**config.mk**
```make
export PLATFORM = sky130hd
export DESIGN_NAME = sprite_rom_arbiter
export DESIGN_NICKNAME = d
export VERILOG_FILES = /design/src/rtl/sprite_rom_arbiter.sv
export SDC_FILE = /design/constraint.sdc
export NUM_CORES = 1
export LEC_CHECK = 0
export ABC_AREA = 1
export CAP_MARGIN = 20
export CORE_ASPECT_RATIO = 1.4
export CORE_UTILIZATION = 37
export CTS_CLUSTER_SIZE = 12
export DETAILED_ROUTE_END_ITERATION = 12
export GPL_TIMING_DRIVEN = 0
export PLACE_DENSITY = 0.89
export SYNTH_ARGS = -nofsm -noshare
export SYNTH_HDL_FRONTEND = slang
export SYNTH_SLANG_ARGS = --single-unit
```
**constraint.sdc**
```tcl
create_clock -name vga_clk -period 2.5 [get_ports vga_clk]
set_input_delay 0.5 -clock vga_clk [delete_from_list [all_inputs] [get_ports vga_clk]]
set_output_delay 0.5 -clock vga_clk [all_outputs]
set_load 0.005 [all_outputs]
```
**src/rtl/sprite_rom_arbiter.sv**
```systemverilog
// sprite_rom_arbiter: round-robin arbiter sharing one sprite ROM
// among NREQ pixel requesters, with a tag pipe to route responses.
//
// Ports:
//   vga_clk, reset_n  clock, async active-low reset
//   req_valid/addr    per-requester read requests (slice i = req i)
//   req_ready         one-hot-or-zero grant (combinational)
//   rom_address/en    registered ROM read port
//   rom_q             ROM data, valid ROM_LAT cycles after rom_en
//   resp_valid/data   one-hot owner of rom_q, data gated to 0 when idle
//
// Option: define SPRITE_ARB_REQ0_PRIORITY_EN to give requester 0
// absolute priority; the rest then round-robin among themselves.
module sprite_rom_arbiter #(
  parameter int NREQ    = 3,
  parameter int ADDR_W  = 19,
  parameter int DATA_W  = 3,
  parameter int ROM_LAT = 1
) (
  input  logic                     vga_clk,
  input  logic                     reset_n,
  input  logic [NREQ-1:0]          req_valid,
  input  logic [NREQ*ADDR_W-1:0]   req_addr,
  output logic [NREQ-1:0]          req_ready,
  output logic [ADDR_W-1:0]        rom_address,
  output logic                     rom_en,
  input  logic [DATA_W-1:0]        rom_q,
  output logic [NREQ-1:0]          resp_valid,
  output logic [DATA_W-1:0]        resp_data
);

  localparam int IDW = (NREQ > 2) ? $clog2(NREQ) : 1;

`ifdef SPRITE_ARB_REQ0_PRIORITY_EN
  localparam bit PRIO0 = 1'b1;
`else
  localparam bit PRIO0 = 1'b0;
`endif

  localparam logic [NREQ-1:0] ONE = {{(NREQ-1){1'b0}}, 1'b1};

  logic [IDW-1:0] last_grant;
  logic [IDW-1:0] win_id;
  logic [IDW-1:0] idx;
  logic           win;
  logic           hs;
  logic [IDW-1:0] issue_id;

  logic [ROM_LAT-1:0] tag_v;
  logic [IDW-1:0]     tag_id [ROM_LAT];

  // Search starts just past the last winner; with the priority
  // option, requester 0 is excluded from the rotation and simply
  // overrides it.
  always_comb begin
    win    = 1'b0;
    win_id = '0;
    idx    = '0;
    for (int k = 1; k <= NREQ; k++) begin
      idx = IDW'((int'(last_grant) + k) % NREQ);
      if (!win && req_valid[idx] &&
          !(PRIO0 && idx == '0)) begin
        win    = 1'b1;
        win_id = idx;
      end
    end
    if (PRIO0 && req_valid[0]) begin
      win    = 1'b1;
      win_id = '0;
    end
  end

  assign hs        = win && reset_n;
  assign req_ready = hs ? (ONE << win_id) : '0;

  always_ff @(posedge vga_clk or negedge reset_n) begin
    if (!reset_n) begin
      last_grant  <= IDW'(NREQ - 1);
      rom_address <= '0;
      rom_en      <= 1'b0;
      issue_id    <= '0;
    end else begin
      rom_en <= hs;
      if (hs) begin
        rom_address <= req_addr[win_id*ADDR_W +: ADDR_W];
        issue_id    <= win_id;
        if (!(PRIO0 && win_id == '0))
          last_grant <= win_id;
      end
    end
  end

  // Tag pipe tracks which requester owns each outstanding read.
  always_ff @(posedge vga_clk or negedge reset_n) begin
    if (!reset_n) begin
      tag_v <= '0;
      for (int i = 0; i < ROM_LAT; i++)
        tag_id[i] <= '0;
    end else begin
      tag_v[0]  <= rom_en;
      tag_id[0] <= issue_id;
      for (int i = 1; i < ROM_LAT; i++) begin
        tag_v[i]  <= tag_v[i-1];
        tag_id[i] <= tag_id[i-1];
      end
    end
  end

  assign resp_valid = tag_v[ROM_LAT-1] ?
                      (ONE << tag_id[ROM_LAT-1]) : '0;
  assign resp_data  = tag_v[ROM_LAT-1] ? rom_q : '0;

endmodule

```
==> results of run 1 <==
[routing by layer]
| layer | global-route usage | vias to the layer above |
|---|---|---|
| met4 | 0.09711 | 0 |
| met5 | 0 | - |
| li1 | - | 1060 |
| met1 | 0.2328 | 1004 |
| met3 | 0.02835 | 17 |
| met2 | 0.4091 | 71 |
[critical path, stage by stage (launching register included)]
cell and delay (ns):
sky130_fd_sc_hd__dfstp_2 0.57, sky130_fd_sc_hd__inv_2 0.06, sky130_fd_sc_hd__buf_4 0.14, sky130_fd_sc_hd__ha_2 0.18, sky130_fd_sc_hd__nand3b_1 0.20, sky130_fd_sc_hd__nand2_2 0.14, sky130_fd_sc_hd__inv_4 0.07, sky130_fd_sc_hd__nor2_8 0.14
sky130_fd_sc_hd__nand2_4 0.08, sky130_fd_sc_hd__nand2_8 0.06, sky130_fd_sc_hd__buf_6 0.10, sky130_fd_sc_hd__nor2_4 0.03, sky130_fd_sc_hd__inv_2 0.06, sky130_fd_sc_hd__nor2_1 0.04, sky130_fd_sc_hd__buf_2 0.12
[cell families after synthesis]
group	share of synthesized area
fa+ha+maj	0.02541
flops	0.3310
simple gates	0.3507
compound gates	0.1410
buf+inv	0.1518
[stage by stage]
stage | cells | hold WS (ns)
after CTS | 441 | 0.3854
after floorplan | 265 | 0.2044
after detailed placement | 425 | 0.3649
after global placement | 424 | 0.3620
after global routing | 448 | 0.3985
final | 448 | 0.3752
[what timing repair did]
| action | CTS | global route |
|---|---|---|
| pin swaps | 13 | 12 |
| gates resized for setup | 32 | 19 |
| setup buffers | 13 | 8 |
| hold buffers | 0 | 0 |
| endpoints found under the setup margin | 3 | 17 |
[sequential cells by signal (all words and copies together) (netlist names)]
register,cells
rom_address,19
last_grant,2
tag_id,2
issue_id,1
rom_en,1
tag_v,1
[cells in the mapped netlist (all sizes together)]
master	number
nand2	59
inv	56
nand3	45
a21oi	32
dfrtp	25
nor2	22
buf	10
ha	4
o21ai	4
o211ai	3
nor3	2
and2	1
dfstp	1
nand3b	1
[final timing paths]
path / endpoint / slack [ns] / cells after the start
setup / recovery: req_ready[1] / -0.27 / 14
hold / removal: tag_v / 0.38 / 1
setup reg to reg: rom_address[6] / 0.03 / 16
hold reg to reg: tag_v / 0.38 / 0
max in group asynchronous: last_grant[1] / 1.49 / 2
min in group vga_clk: tag_v / 0.38 / 0
[where the power goes]
group          internal, uW  total [uW]  switching, uW
clock                   114         250            136
sequential              624         747            122
combinational          1540        3170           1630
total                  2280        4170           1890
[final cells by class]
class,instances,area (um2)
Multi-Input combinational cell,173,1136
Clock buffer,4,45.04
Inverter,56,217.7
Fill cell,434,1828
Buffer,8,78.83
Sequential cell,26,651.9
Tap cell,66,82.58
Timing Repair Buffer,115,1119
==> metrics.md, run 1 <==
| Metric | Value |
|---|---|
| Relative area change from synthesis to final layout | `69.12%` |
| Clock tree root driver cell | `sky130_fd_sc_hd__clkbuf_8` |
| Largest net degree at the start of global routing | `15` |
| Detail Placement HPWL | `around 4.5 mm` |
| Sinks on Clock Net | `26` |
| Failing checks | `setup timing` |
| Total vias in the final route | `2152` |
| Number of levels in the clock H-tree | `1` |
| Cell area after synthesis | `1969 um2` |
| Most common cell after layout, fill and taps aside | `sky130_fd_sc_hd__clkdlybuf4s50_1` |
| Mean Syn Cell Area | `~7.4 um2` |
| Maximum operating frequency | `between 0.3 and 0.4 GHz` |
| Setup total negative slack | `-0.7509 ns` |
| Final count of negative-setup-slack endpoints | `3` |
| Final instance area | `3331 um2` |
| Leak | `between 0.0015 and 0.002 uW` |
| Post-DRT Antenna Nets | `0` |
| Drt wl/cell | `roughly 14 um` |
| Critical Path Start Type | `register` |
| Number of clock buffers inserted by TritonCTS | `3` |
| PortBufs | `between 90 and 100` |
| Placement Setup Slack | `-0.8392 ns` |
| Synth warn | `0` |
| Setup clock skew after layout | `0.003884 ns` |
| Combined global-route utilization of all metal layers | `0.2142` |
| RD Place Congestion | `approximately 0.84` |
| Proportion of synthesized chip area in sequential cells | `0.3310` |
| Number of nets in the synthesized netlist | `approximately 330` |
| DRC violation total after the first TritonRoute iteration | `between 90 and 100` |
| Share of final-layout standard cells stronger than drive strength 1 | `0.2801` |
| Number of hold-slack violations in the final timing report | `0` |
| Clock transition at the registers of the reported paths | `~0.090 ns` |
| Ports | `94` |
| Synthesized instance count | `between 200 and 300` |
| Total power draw | `between 4000 and 5000 uW` |
| Gr ovfl total | `0` |
| Drt drc | `0` |
| RSZ-0062 raised after global routing | `yes` |
| Metal-1 WL | `approximately 2.4 mm` |
| Antenna violations before repair | `0` |
| Clock latency reported for the late side of the worst-skew pair | `0.27 ns` |
| CP endpoint kind | `output port` |
| Die area | `between 5000 and 6000 um2` |
| Routed met2 length | `3.399 mm` |
| Crit Path Class | `reg -> out` |
| Buffer levels on the longest clock path | `2` |
| Power per Cell Area | `about 1300 nW/um2` |
| Highest routed layer | `met4` |
| Critical path startpoint | `last_grant[1]` |
| Met3 routed wirelength | `249 um` |
| Number of standard-cell rows in the floorplan | `31` |
| Number of detailed-routing iterations run before antenna repair | `4` |
| Top-area cell type share of the netlist area | `0.3177` |
| WL final | `between 6 and 7 mm` |
| Initial core utilization | `0.3818` |
| Placed Instance Area | `roughly 3000 um2` |
| Horizontal extent of the die | `about 64 um` |
| Transition time at the pin with the least slew margin | `roughly 0.71 ns` |
| Synthesis-stage register bit count | `26` |
| Height of the die | `about 90 um` |
| IR drop worst, VDD | `slightly below 0.7 mV` |
| Peak fanout along the critical path | `3` |
| Outcome | `complete, but fails checks` |
| Data required, critical path | `2.00 ns` |
| Number of diodes added for antenna fixing | `0` |
| Worst slew margin relative to its limit | `0.5272` |
| Number of max-slew violations in the final report | `0` |
| Vias in the first global route | `around 2100` |
| Library cells used by synthesis | `26` |
| NumNets Final | `around 450` |
| Classification of the worst-slack hold path | `in -> async` |
| Leading cell types in the layout, fill and taps excluded | `89 x sky130_fd_sc_hd__clkdlybuf4s50_1, 46 x sky130_fd_sc_hd__inv_1, 45 x sky130_fd_sc_hd__nand2_1` |
| Most area-consuming cells after synthesis | `sky130_fd_sc_hd__dfrtp_1 32%, sky130_fd_sc_hd__nand2_1 9.7%, sky130_fd_sc_hd__inv_1 9.3%, sky130_fd_sc_hd__a21oi_2 8.9%, sky130_fd_sc_hd__nand3_1 8.1%` |
| Wire length of the first global-routing pass | `between 9 and 10 mm` |
| Critical path data arrival time | `between 2 and 2.5 ns` |
| Library cell with the largest summed area after synthesis | `sky130_fd_sc_hd__dfrtp_1` |
| Core Area | `~5200 um2` |
| Post-route fraction of the period consumed by the critical path | `1.110` |
| Final core utilization | `0.6456` |
| Vias/cell | `a little under 5` |
| Final critical-path required period | `roughly 2.8 ns` |
| Worst setup margin | `-0.2739 ns` |
| TritonCTS clock tree | `yes` |
| Count of max-cap constraint violations | `0` |
| Worst reg2reg path startpoint | `last_grant[1]` |
(Power assumes the default switching activity.)
==> inputs of run 2 (changes only) <==
--- a/config.mk
+++ b/config.mk
@@ -13,6 +13,7 @@
 export DETAILED_ROUTE_END_ITERATION = 12
 export GPL_TIMING_DRIVEN = 0
 export PLACE_DENSITY = 0.89
+export SETUP_SLACK_MARGIN = 0.05
 export SYNTH_ARGS = -nofsm -noshare
 export SYNTH_HDL_FRONTEND = slang
 export SYNTH_SLANG_ARGS = --single-unit
==> run 2 against run 1 <==
Against the previous run:
- the flow still finishes with violations (setup timing)
- die area is the same
- critical path type unchanged
- via count grew 1.8%
- first-iteration DRC count shrank 11%
- hold slack gained 0.017 ns
- largest power group unchanged
==> metrics.md, run 2 (synthesized netlist as in run 1, its figures left out) <==
| Metric | Value |
|---|---|
| Outcome | `complete, but fails checks` |
| Failing checks | `setup timing` |
| Critical Path Start Type | `register` |
| CP endpoint kind | `output port` |
| Critical path startpoint | `last_grant[1]` |
| Horizontal extent of the die | `about 64 um` |
| Number of standard-cell rows in the floorplan | `31` |
| Classification of the worst-slack hold path | `in -> async` |
| Maximum operating frequency | `roughly 0.37 GHz` |
| Clock tree root driver cell | `sky130_fd_sc_hd__clkbuf_8` |
| Data required, critical path | `2.00 ns` |
| Final critical-path required period | `between 2 and 3 ns` |
| Flop pwr share | `0.181` |
| Drt drc | `0` |
| Clock share of power | `0.068` |
| Detail Placement HPWL | `about 4.4 mm` |
| Registers with the most flip-flops | `rom_address (19), last_grant (2), tag_id (2)` |
| Count of max-cap constraint violations | `0` |
| Buffer levels on the longest clock path | `2` |
| Clock latency reported for the late side of the worst-skew pair | `~0.27 ns` |
| End of the worst register-to-register path | `rom_address[16]` |
| Worst path cell trace | `inv_4 -> ha_4 -> inv_4 -> nand2_2 -> nand3_2 -> nand2_4 -> buf_6 -> nand3_4 -> nand3_4 -> nand2_4 -> buf_6 -> nor2_4 -> buf_2` |
| Gr ovfl total | `0` |
| Leak | `0.001645 uW` |
| Post-route fraction of the period consumed by the critical path | `1.082` |
| Share of final-layout standard cells stronger than drive strength 1 | `0.2749` |
| Register cell area after layout | `651.9 um2` |
| Post-DRT Antenna Nets | `0` |
| Vias/cell | `around 4.9` |
| Relative area change from synthesis to final layout | `68.61%` |
| Die area | `between 5000 and 6000 um2` |
| Combined global-route utilization of all metal layers | `0.2140` |
| Core Area | `a little over 5000 um2` |
| RSZ-0062 raised after global routing | `yes` |
| Clock transition at the registers of the reported paths | `0.09 ns` |
| Sinks on Clock Net | `26` |
| Drt wl/cell | `approximately 14 um` |
| Net switching fraction of the power | `0.4551` |
| Flip-flop count of the largest register, all copies and words added | `19` |
| TritonCTS clock tree | `yes` |
| Wire length of the first global-routing pass | `roughly 9.4 mm` |
| Critical path endpoint | `req_ready[1]` |
| Number of max-slew violations in the final report | `0` |
| WL final | `roughly 6 mm` |
| Number of clock buffers inserted by TritonCTS | `3` |
| Ports | `94` |
| Min Hold Slack | `0.3926 ns` |
| NumNets Final | `~450` |
| Transition time at the pin with the least slew margin | `roughly 0.75 ns` |
| Number of diodes added for antenna fixing | `0` |
| Antenna violations before repair | `0` |
| DRC violation total after the first TritonRoute iteration | `slightly above 80` |
| Critical path data arrival time | `between 2 and 2.5 ns` |
| Cts-stage hold buffer count | `0` |
| Internal power summed over all cells | `2238 uW` |
| Peak fanout along the critical path | `6` |
| Number of levels in the clock H-tree | `1` |
| Total vias in the final route | `~2200` |
| WP buf/inv | `5` |
| Final count of negative-setup-slack endpoints | `3` |
| Height of the die | `88.33 um` |
| Total number of cells along the worst setup path | `13` |
| Psw | `about 1900 uW` |
| Power per Cell Area | `around 1200 nW/um2` |
| Initial core utilization | `0.3818` |
| Leading cell types in the layout, fill and taps excluded | `89 x sky130_fd_sc_hd__clkdlybuf4s50_1, 46 x sky130_fd_sc_hd__inv_1, 46 x sky130_fd_sc_hd__nand2_1` |
| Crit Path Class | `reg -> out` |
| Worst setup margin | `-0.2046 ns` |
| Setup total negative slack | `-0.5197 ns` |
| IR drop worst, VDD | `around 0.6 mV` |
| Delay contributed by the slowest stage of the critical path | `just under 0.6 ns` |
| RD Place Congestion | `around 0.9` |
| Family with the most delay on the worst path | `flip-flops` |
| Worst setup slack for register-to-register paths | `between 0.15 and 0.2 ns` |
| Placement Setup Slack | `-0.7447 ns` |
| Worst slew margin relative to its limit | `0.4995` |
| Setup clock skew after layout | `0.001645 ns` |
| Largest net degree at the start of global routing | `15` |
| Number of detailed-routing iterations run before antenna repair | `4` |
| Area used by multi-input combinational logic | `about 1100 um2` |
| Number of cells traversed by the worst register-to-register path | `14` |
| Vias in the first global route | `around 2200` |
| Slowest cell on the critical path | `sky130_fd_sc_hd__dfstp_2` |
| Number of hold-slack violations in the final timing report | `0` |
| Register with the most flip-flops | `rom_address` |
| Most common cell after layout, fill and taps aside | `sky130_fd_sc_hd__clkdlybuf4s50_1` |
| Worst reg2reg path startpoint | `last_grant[1]` |
| Comb power frac | `0.751` |
| PortBufs | `93` |
| Fillers | `approximately 410` |
## run 2: cell count changes in the layout (fill, tap and decap cells not counted), moves of 2 or more
cell	delta
sky130_fd_sc_hd__nand3_2	-3
sky130_fd_sc_hd__nand2_4	+2
sky130_fd_sc_hd__ha_2	-2
sky130_fd_sc_hd__nand3_4	+2
sky130_fd_sc_hd__buf_4	+3
sky130_fd_sc_hd__nand2_2	-2
sky130_fd_sc_hd__buf_12	-2
## run 2: how the worst min path moves through the flow
stage / to / cells past startpoint
finish: issue_id[1] / 1
global route: tag_v / 0
CTS: tag_v / 0
detailed placement: tag_v / 0
global placement: tag_v / 0
floorplan: issue_id[1] / 0
## run 2: repair_timing
| item | in CTS | in global routing |
|---|---|---|
| resized for setup | 36 | 9 |
| hold endpoints to repair | 0 | 0 |
| buffers inserted | 16 | 4 |
| endpoints found under the setup margin | 3 | 7 |
| pin swaps | 12 | 6 |
## run 2: through the flow
step	cells	total power (uW)	util	cell area, um2
finish	448	4107	0.6437	3321
detailed placement	425	3303	0.5819	3002
CTS	445	3980	0.6321	3261
global route	448	4419	0.6437	3321
global placement	424	3217	0.5789	2987
floorplan	265	2417	-	1973
## run 2: cell type report
type / count / share of cell area
multi-input cells: 173 / 0.3448
repair buffers: 114 / 0.3274
flip-flops and latches: 26 / 0.1963
inverters: 56 / 0.06556
well taps: 66 / 0.02487
plain buffers: 9 / 0.02449
clock buffers: 4 / 0.01658
## run 2: per-layer routing
layer,part of all wire,wire length [um],up-vias,track usage
met3,0.052,317,12,0.03222
met4,0.023,143,0,0.08471
met2,0.56,3444,76,0.4284
met5,0,0,-,0
met1,0.36,2213,1039,0.2186
li1,-,-,1063,-
## run 2: power by group through the flow
stage	Combinational, uW	Sequential [uW]	Clock (uW)
after floorplan	1670	744	0
after global placement	2480	740	0
after detailed placement	2560	743	0
after CTS	2960	740	284
after global routing	3360	763	297
final	3090	743	279
==> inputs of run 3 (changes only) <==
--- a/config.mk
+++ b/config.mk
@@ -11,7 +11,6 @@
 export CORE_UTILIZATION = 37
 export CTS_CLUSTER_SIZE = 12
 export DETAILED_ROUTE_END_ITERATION = 12
-export GPL_TIMING_DRIVEN = 0
 export PLACE_DENSITY = 0.89
 export SETUP_SLACK_MARGIN = 0.05
 export SYNTH_ARGS = -nofsm -noshare
==> constraint.sdc (replaced) <==
create_clock -name vga_clk -period 2.5 [get_ports vga_clk]
set_input_delay 0.375 -clock vga_clk [delete_from_list [all_inputs] [get_ports vga_clk]]
set_output_delay 0.375 -clock vga_clk [all_outputs]
set_load 0.005 [all_outputs]
==> run 3 against run 2 <==
Against the previous run:
- the run now ends clean
- fmax increased by 8.8%
- clock-buffer cell count shrank 1
- setup slack better by 0.22 ns
- power is 1.2% lower
- die area is the same
- non-clock buffer count is 2 higher
- sequential share of layout area about the same
- largest cell class unchanged
==> metrics.md, run 3 (synthesized netlist as in run 1, its figures left out) <==
| Metric | Value |
|---|---|
| Highest-utilization routing layer at the global route stage | `met2` |
| Post-route fraction of the period consumed by the critical path | `0.9948` |
| Final count of negative-setup-slack endpoints | `0` |
| Number of levels in the clock H-tree | `1` |
| Number of diodes added for antenna fixing | `0` |
| Transition time at the pin with the least slew margin | `roughly 0.35 ns` |
| Number of detailed-routing iterations run before antenna repair | `4` |
| Count of max-cap constraint violations | `0` |
| Clock share of power | `0.086` |
| Worst slew margin relative to its limit | `0.7682` |
| Combined global-route utilization of all metal layers | `0.2106` |
| Psw | `approximately 1800 uW` |
| Net switching fraction of the power | `0.4443` |
| Largest net degree at the start of global routing | `27` |
| Number of hold-slack violations in the final timing report | `0` |
| Total vias in the final route | `2114` |
| RD Place Congestion | `roughly 0.87` |
| TritonCTS clock tree | `yes` |
| Sinks on Clock Net | `26` |
| CP endpoint kind | `output port` |
| Met2 track demand over resource | `0.4062` |
| Cts-stage hold buffer count | `0` |
| Most common cell after layout, fill and taps aside | `sky130_fd_sc_hd__clkdlybuf4s50_1` |
| Flop pwr share | `0.185` |
| Power per Cell Area | `around 1200 nW/um2` |
| Horizontal extent of the die | `roughly 64 um` |
| Leak | `0.001649 uW` |
| Routing usage on met3 | `0.01933` |
| Buffer levels on the longest clock path | `2` |
| Clock tree root driver cell | `sky130_fd_sc_hd__clkbuf_8` |
| Initial core utilization | `0.3818` |
| Maximum operating frequency | `0.4021 GHz` |
| Wire length of the first global-routing pass | `between 9 and 10 mm` |
| Number of max-slew violations in the final report | `0` |
| Peak fanout along the critical path | `4` |
| Vias/cell | `4.698` |
| IR drop worst, VDD | `roughly 0.62 mV` |
| Post-DRT Antenna Nets | `0` |
| RSZ-0062 raised after global routing | `yes` |
| Clock transition at the registers of the reported paths | `~0.090 ns` |
| Classification of the worst-slack hold path | `reg -> reg` |
| Critical path data arrival time | `about 2.1 ns` |
| Vias in the first global route | `a little over 2000` |
| Final critical-path required period | `between 2 and 2.5 ns` |
| Drt wl/cell | `around 13 um` |
| Worst setup margin | `about 0.013 ns` |
| Antenna violations before repair | `0` |
| Drt drc | `0` |
| Register with the most flip-flops | `rom_address` |
| Flip-flop count of the largest register, all copies and words added | `19` |
| Height of the die | `88.33 um` |
| PortBufs | `93` |
| DRC violation total after the first TritonRoute iteration | `about 90` |
| Placement Setup Slack | `-0.2461 ns` |
| Comb power frac | `0.729` |
| Registers with the most flip-flops | `rom_address (19), last_grant (2), tag_id (2)` |
| Number of clock buffers inserted by TritonCTS | `3` |
| Gr ovfl total | `0` |
| Setup total negative slack | `0 ns` |
| Core Area | `slightly above 5000 um2` |
| Internal power summed over all cells | `~2300 uW` |
| Relative area change from synthesis to final layout | `68.55%` |
| WL final | `roughly 6 mm` |
| Data required, critical path | `2.12 ns` |
| Global Route met1 Usage | `0.2334` |
| Setup clock skew after layout | `around 0.0056 ns` |
| Critical Path Start Type | `register` |
| Share of final-layout standard cells stronger than drive strength 1 | `0.2786` |
| Outcome | `completed` |
| Clock latency reported for the late side of the worst-skew pair | `between 0.2 and 0.3 ns` |
| Ports | `94` |
| NumNets Final | `454` |
| Leading cell types in the layout, fill and taps excluded | `90 x sky130_fd_sc_hd__clkdlybuf4s50_1, 47 x sky130_fd_sc_hd__inv_1, 45 x sky130_fd_sc_hd__nand2_1` |
| Die area | `5623 um2` |
| Detail Placement HPWL | `around 4.4 mm` |
| Number of standard-cell rows in the floorplan | `31` |
| Crit Path Class | `reg -> out` |
==> run 3: cell types whose count changed in the layout (fill, tap and decap cells not counted), sizes merged <==
cell           previous run  this run
bufinv                    0         1
clkdlybuf4s50            89        90
clkbuf                    4         3
buf                      33        35
dlygate4sd2               1         0
==> run 3: worst paths after layout <==
check                               from              to  slack [ns]  cells after the start
setup reg to reg           last_grant[1]  rom_address[3]        0.15                     13
hold reg to reg                   rom_en           tag_v        0.38                      0
hold / removal                    rom_en           tag_v        0.38                      0
setup / recovery           last_grant[1]    req_ready[2]        0.01                     13
min in group asynchronous        reset_n           tag_v        0.62                      2
max in group asynchronous        reset_n   last_grant[1]        1.58                      2
==> run 3: repair_timing <==
item                                   in CTS  in global routing
setup endpoints to repair                  19                  3
buffers inserted                            3                  3
gates resized for setup                    29                 14
endpoints found under the hold margin       0                  0
pin swaps                                  10                 10
==> run 3: stage by stage <==
| step | utilization | hold WS [ns] | total power, uW | instances | instance area [um2] |
|---|---|---|---|---|---|
| after global routing | 0.6435 | 0.4062 | 4367 | 450 | 3319 |
| final | 0.6435 | 0.3841 | 4058 | 450 | 3319 |
| after detailed placement | 0.5993 | 0.3653 | 3415 | 440 | 3092 |
| after CTS | 0.6292 | 0.3859 | 3924 | 447 | 3246 |
| after floorplan | - | 0.07941 | 2411 | 265 | 1969 |
| after global placement | 0.5993 | 0.3649 | 3325 | 440 | 3092 |
==> run 3: layer usage <==
metal	part of all wire	vias up
met5	0	-
met4	0.033	0
met3	0.026	14
met2	0.54	60
met1	0.40	972
li1	-	1068
==> run 3: area by class of cell <==
class,count,area (um2)
fill,415,1839
inverter,56,222.7
clock buffer,3,41.29
tap,66,82.58
multi-input combinational,173,1121
timing repair buffer,125,1170
sequential,26,651.9
clock inverter,1,30.03
==> run 3: power by group through the flow <==
stage               Clock, uW  Sequential, uW  Combinational, uW
global placement            0             740               2590
floorplan                   0             744               1670
finish                    349             750               2960
CTS                       357             749               2820
detailed placement          0             749               2670
global route              376             773               3220
==> run 3: worst max-delay path: stages, from the launching register on <==
cell and delay (ns):
sky130_fd_sc_hd__dfstp_2 0.55, sky130_fd_sc_hd__inv_2 0.05, sky130_fd_sc_hd__ha_4 0.31, sky130_fd_sc_hd__buf_4 0.15, sky130_fd_sc_hd__o21ai_2 0.05, sky130_fd_sc_hd__nand2_2 0.10
sky130_fd_sc_hd__nand2_4 0.08, sky130_fd_sc_hd__nor2_8 0.10, sky130_fd_sc_hd__nand2_4 0.07, sky130_fd_sc_hd__nand2_8 0.08, sky130_fd_sc_hd__buf_6 0.11, sky130_fd_sc_hd__nand2_4 0.04
sky130_fd_sc_hd__inv_2 0.05, sky130_fd_sc_hd__buf_6 0.08
